## src/rtl/guitar_hero_judge.sv

```systemverilog
// Rhythm-game judge: debounces three lane keys, scores BCD hits and tracks the streak.
// Define GUITAR_HERO_JUDGE_MULT_EN to score double points once the streak is 10 or more.
module guitar_hero_judge #(
  parameter int unsigned DEBOUNCE_CYCLES = 250000
) (
  input  logic        clk,
  input  logic        rst,
  input  logic        start,
  input  logic [2:0]  lane_key_n,
  input  logic [2:0]  note_in_zone,
  input  logic [2:0]  note_missed,
  output logic [2:0]  note_clear,
  output logic [15:0] score_bcd,
  output logic [9:0]  streak_led,
  output logic        playing
);

  localparam int unsigned CW = (DEBOUNCE_CYCLES > 2) ? $clog2(DEBOUNCE_CYCLES) : 1;
  localparam logic [CW-1:0] CNT_MAX = CW'(DEBOUNCE_CYCLES - 1);

  typedef enum logic {IDLE, PLAY} state_t;
  state_t state_q, state_d;

  logic [2:0]    sync1_q, sync2_q;
  logic [2:0]    acc_q, acc_d, acc_prev_q;
  logic [CW-1:0] cnt_q [3];
  logic [CW-1:0] cnt_d [3];
  logic [2:0]    key_lvl, press, hit, clear_q, clear_d;
  logic          fault;
  logic [1:0]    hit_cnt;
  logic [3:0]    pts;
  logic [3:0]    carry;
  logic [4:0]    dsum;
  logic [15:0]   score_add;
  logic [8:0]    streak_inc;
  logic [7:0]    streak_q, streak_d, streak_add;
  logic [15:0]   score_q, score_d;

  assign key_lvl = ~sync2_q;
  // Press is the registered rising edge of the accepted level, so reset release never fires one.
  assign press   = acc_q & ~acc_prev_q;
  assign hit     = press & note_in_zone;
  assign fault   = (|(press & ~note_in_zone)) | (|note_missed);
  assign hit_cnt = 2'(hit[0]) + 2'(hit[1]) + 2'(hit[2]);

  always_comb begin
    acc_d = acc_q;
    for (int unsigned i = 0; i < 3; i++) begin
      cnt_d[i] = '0;
      if (key_lvl[i] != acc_q[i]) begin
        if (cnt_q[i] == CNT_MAX) acc_d[i] = key_lvl[i];
        else                     cnt_d[i] = cnt_q[i] + 1'b1;
      end
    end
  end

`ifdef GUITAR_HERO_JUDGE_MULT_EN
  assign pts = (streak_q >= 8'd10) ? {1'b0, hit_cnt, 1'b0} : {2'b00, hit_cnt};
`else
  assign pts = {2'b00, hit_cnt};
`endif

  // Ripple decimal add; a carry out of the thousands digit saturates to 9999.
  always_comb begin
    carry     = pts;
    dsum      = '0;
    score_add = '0;
    for (int unsigned d = 0; d < 4; d++) begin
      dsum = {1'b0, score_q[4*d +: 4]} + {1'b0, carry};
      if (dsum > 5'd9) begin
        dsum  = dsum - 5'd10;
        carry = 4'd1;
      end else begin
        carry = 4'd0;
      end
      score_add[4*d +: 4] = dsum[3:0];
    end
    if (carry != 4'd0) score_add = 16'h9999;
  end

  assign streak_inc = {1'b0, streak_q} + {7'd0, hit_cnt};
  assign streak_add = streak_inc[8] ? 8'hFF : streak_inc[7:0];

  always_comb begin
    state_d  = state_q;
    score_d  = score_q;
    streak_d = streak_q;
    clear_d  = '0;
    case (state_q)
      IDLE: begin
        if (start) begin
          state_d  = PLAY;
          score_d  = '0;
          streak_d = '0;
        end
      end
      PLAY: begin
        if (!start) state_d = IDLE;
        clear_d  = hit;
        score_d  = score_add;
        streak_d = fault ? 8'd0 : streak_add;
      end
      default: state_d = IDLE;
    endcase
  end

  always_ff @(posedge clk or posedge rst) begin
    if (rst) begin
      sync1_q    <= '1;
      sync2_q    <= '1;
      acc_q      <= '0;
      acc_prev_q <= '0;
      for (int unsigned i = 0; i < 3; i++) cnt_q[i] <= '0;
      state_q    <= IDLE;
      score_q    <= '0;
      streak_q   <= '0;
      clear_q    <= '0;
    end else begin
      sync1_q    <= lane_key_n;
      sync2_q    <= sync1_q;
      acc_q      <= acc_d;
      acc_prev_q <= acc_q;
      for (int unsigned i = 0; i < 3; i++) cnt_q[i] <= cnt_d[i];
      state_q    <= state_d;
      score_q    <= score_d;
      streak_q   <= streak_d;
      clear_q    <= clear_d;
    end
  end

  always_comb begin
    streak_led = '0;
    for (int unsigned k = 0; k < 10; k++) streak_led[k] = (streak_q > 8'(k));
  end

  assign note_clear = clear_q;
  assign score_bcd  = score_q;
  assign playing    = (state_q == PLAY);

endmodule

```

## config.mk

```make
export PLATFORM = sky130hd
export DESIGN_NAME = guitar_hero_judge
export DESIGN_NICKNAME = d
export VERILOG_FILES = /design/src/rtl/guitar_hero_judge.sv
export SDC_FILE = /design/constraint.sdc
export NUM_CORES = 1
export LEC_CHECK = 0
export BUFFER_PORTS_ARGS = -buffer_cell sky130_fd_sc_hd__buf_4
export CORE_ASPECT_RATIO = 1.5
export CORE_MARGIN = 5
export CORE_UTILIZATION = 55
export DETAILED_ROUTE_END_ITERATION = 8
export PLACE_DENSITY_LB_ADDON = 0.25
export SLEW_MARGIN = 20
export SYNTH_ARGS = -nofsm -noshare
export SYNTH_HDL_FRONTEND = slang
export SYNTH_SLANG_ARGS = --single-unit
```

## constraint.sdc

```tcl
create_clock -name clk -period 10.1 [get_ports clk]
set_input_delay 1.515 -clock clk [delete_from_list [all_inputs] [get_ports clk]]
set_output_delay 1.515 -clock clk [all_outputs]
set_load 0.01 [all_outputs]
```

==> impl_metrics.csv <==
group,metric,value,unit
status,status,"finished, final reports clean",
die,rows,42,
clock_network,cts_tree,"built",
clock_network,clkLatencyLatePin,0.34,ns
worst_setup_path,arrival,8.07,ns
logic_synthesis,synth_fp_nets,564,
power,p_leak,2.56,nW
clock_network,postCtsHoldBufs,0,
worst_setup_path,crit_path_start,"note_in_zone[1]",
grt,grt_pass1_wl,17300,um
routing,antenna_left,0,
sta,setup_tns,0,ns
placed_design,hpwl,7080,um
cells_and_area,num-fill-cells,702,
die,die_w,88.0,um
sta,period_share,77.2,%
logic_synthesis,synth-main-ff-cell,"dfrtp_1",
sta,whs,0.355,ns
worst_setup_path,cp.required,10.38,ns
hold_path,hold_path.class,"reg -> reg",
grt,grt_pass1_vias,3850,
logic_synthesis,synth-seq-area-share,47.1,%
routing,dr_total_vias,3898,
die,start_util,56.5,%
sta,tightest_slew,1.01,ns
sta,layout_min_cycle_time,7.80,ns
logic_synthesis,syn-cell-area,0.00501,sq mm
cells_and_area,drive_above_1_share,12.4,%
die,core_area,0.00888,sq mm
sta,rsz0062_at_grt,"no",
job,maxCapViolCount,0,
sta,skew,0.00820,ns
cells_and_area,diodes,0,
logic_synthesis,synth_edf_count,0,
worst_setup_path,r2r-end,"score_bcd[2]",
routing,drc_errors,0,
grt,grt_max_degree,80,
die,die_h,127,um
worst_setup_path,cp-end-kind,"flip-flop",
cells_and_area,area_growth,13.6,%
logic_synthesis,synthCells,533,
logic_synthesis,yosysUniqueCellTypes,53,
logic_synthesis,synth_top_area_share,43.9,%
worst_setup_path,path_class,"in -> reg",
clock_network,cts_resized,0,
placed_design,place.gp.congestion,0.794,
die,die_area,0.0112,sq mm
routing,drt-total-wl,10100,um
clock_network,cts_buffer_depth,2,
logic_synthesis,async_flop_share,100,%
grt,grt_overflow,0,
sta,finalSetupViolCount,0,
clock_network,cts_buffers,9,
logic_synthesis,ys_ff_latch,94,
logic_synthesis,ys_warn_count,0,
routing,drt-vias-per-instance,5.72,
power,powerDensity,135,mW/mm^2
logic_synthesis,synth_area_leaders,"dfrtp_1 44%, xnor2_1 6.8%, nor2_1 6.3%, ha_1 4.0%, xor2_1 3.7%",
placed_design,io_buffers,41,
die,ioPinCount,42,
clock_network,clkTransAtPathRegs,0.06,ns
routing,dr.pass1.iters,4,
sta,fmax,128,MHz
worst_setup_path,critPathCapture,"score_bcd[2]",
clock_network,htreeDepth,3,
logic_synthesis,avgSynthCellArea,9.41,sq um
sta,final_max_slew_viol_count,0,
clock_network,cts_setup_buffers,0,
clock_network,cts_sinks,94,
cells_and_area,seqCellArea,0.00236,sq mm
worst_setup_path,setup.worst_path.start_class,"input port",
cells_and_area,nNetsFinal,598,
grt,grtUsageTotal,19.3,%
worst_setup_path,rrSetupSlack,3.04,ns
worst_setup_path,critical_path_peak_fanout,10,
logic_synthesis,synth_top_area_cell,"dfrtp_1",
power,vdd_drop_max,99.7,uV
grt,antenna_found_initial,0,
sta,max_slew_margin,32.6,%
routing,initialDrtViolationCount,177,
cells_and_area,multi_input_area,0.00248,sq mm
worst_setup_path,r2r_cells,23,
clock_network,clockRootBuffer,"clkbuf_16",
worst_setup_path,r2r-start,"acc_q[1]",
sta,hold_viol,0,
routing,wl_per_cell,14.8,um
-- sequential cells by signal, summed over array words and instances, names as in the netlist --
register	flops
cnt_q	54
note_clear	3
score_bcd	16
acc_q	3
streak_q	8
sync1_q	3
playing	1
sync2_q	3
acc_prev_q	3
-- per-stage QoR --
step	util [%]	total power (W)	cell area [sq um]	setup slack, ns	cells
finish	64.1	0.000766	5700	2.30	682
floorplan	-	0.000416	5010	2.67	533
global placement	60.7	0.000427	5390	2.33	666
CTS	64.1	0.000771	5700	2.36	682
detailed placement	60.7	0.000429	5390	2.06	666
global route	64.1	0.000792	5700	1.72	682
-- how the worst min path moves through the flow --
stage	startpoint	end	slack, ns	depth (start not counted)
global route	sync1_q[2]	sync2_q[2]	0.36	0
CTS	sync1_q[2]	sync2_q[2]	0.36	0
global placement	sync1_q[2]	sync2_q[2]	0.35	0
floorplan	sync1_q[0]	sync2_q[0]	0.35	0
finish	sync1_q[2]	sync2_q[2]	0.36	0
detailed placement	sync1_q[2]	sync2_q[2]	0.35	0
-- where the power goes --
part / leakage, nW / internal [W] / switching, W
clock network: 0.146 / 0.000205 / 0.000140
registers: 1.28 / 0.000383 / 0.00000520
logic: 1.14 / 0.0000116 / 0.0000215
total: 2.56 / 0.000599 / 0.000167
-- cell usage in the layout (no fill, tap or decap), drive strengths merged, types with 4 or more instances in the layout --
| cell type | synthesis | layout |
|---|---|---|
| a21oi | 15 | 15 |
| xor2 | 21 | 21 |
| and2 | 6 | 6 |
| nor4 | 10 | 10 |
| and3 | 7 | 7 |
| nor2b | 6 | 6 |
| dfstp | 6 | 6 |
| nand4 | 13 | 13 |
| dfrtp | 88 | 88 |
| nand3 | 24 | 24 |
| nand2b | 7 | 7 |
| inv | 24 | 23 |
| buf | 5 | 43 |
| o21ai | 29 | 29 |
| nor4b | 5 | 5 |
| ha | 16 | 16 |
| nor3 | 13 | 13 |
| clkbuf | 15 | 13 |
| nor3b | 5 | 5 |
| nor2 | 84 | 84 |
| a22o | 5 | 5 |
| xnor2 | 39 | 39 |
| nand2 | 42 | 42 |
| a31oi | 4 | 4 |
-- Yosys cell counts (2+ instances only) --
master,instances
nand3_1,24
a21o_1,3
inv_1,24
nor2_1,84
o21a_1,3
a311oi_1,3
mux2_2,3
nand4_1,13
o21ai_1,3
a41oi_1,2
and3b_1,2
o31ai_1,2
nor4b_1,5
and2_1,6
ha_1,16
nand4b_1,2
a31oi_1,4
nor3_1,13
o22ai_1,2
nand3b_1,3
nand2_1,42
xnor2_1,39
buf_2,4
dfrtp_1,88
a221o_1,2
clkbuf_1,14
dfstp_2,6
nor2b_1,6
xor2_1,21
and3_1,7
nor3b_1,5
o21ai_0,26
nand2b_1,7
a21oi_1,15
nor4_1,10
fa_1,3
a22o_1,5
-- critical path: stages --
cell and delay, ns:
buf_4 0.08, nor3b_1 0.32, fa_1 0.49, ha_1 0.23, fa_1 0.50, nor2b_1 0.19
o21ba_2 0.20, nor2_1 0.22, ha_1 0.25, ha_1 0.35, o21a_1 0.18, nor2_1 0.04
nor3_1 0.39, ha_1 0.30, ha_1 0.35, o21ai_0 0.12, a221oi_1 0.48, ha_1 0.31
ha_1 0.27, o21a_1 0.20, o21ai_1 0.54, nor4bb_1 0.36, a221o_1 0.16
-- routing by layer --
metal / routed length, um / GRT usage [%] / vias to the layer above
met5: 0 / 0 / -
met4: 227 / 8.40 / 0
met3: 457 / 3.89 / 22
met2: 5080 / 31.5 / 84
met1: 4310 / 24.4 / 1894
li1: - / - / 1898
-- final cells by class --
cell class              count  share of cell area [%]
well taps                 110                    2.42
inverters                  24                    1.60
clock buffers              13                    4.57
flip-flops and latches     94                    41.4
multi-input cells         395                    43.6
repair buffers             43                    5.67
clock inverters             3                   0.747
-- cell families after synthesis --
family          share of synthesized area (%)
compound gates                           9.36
xor+xnor                                 10.5
fa+ha+maj                                5.19
buf+inv                                  3.57
flops                                    47.1
mux                                     0.873
simple gates                             23.5
(Power assumes the default switching activity.)
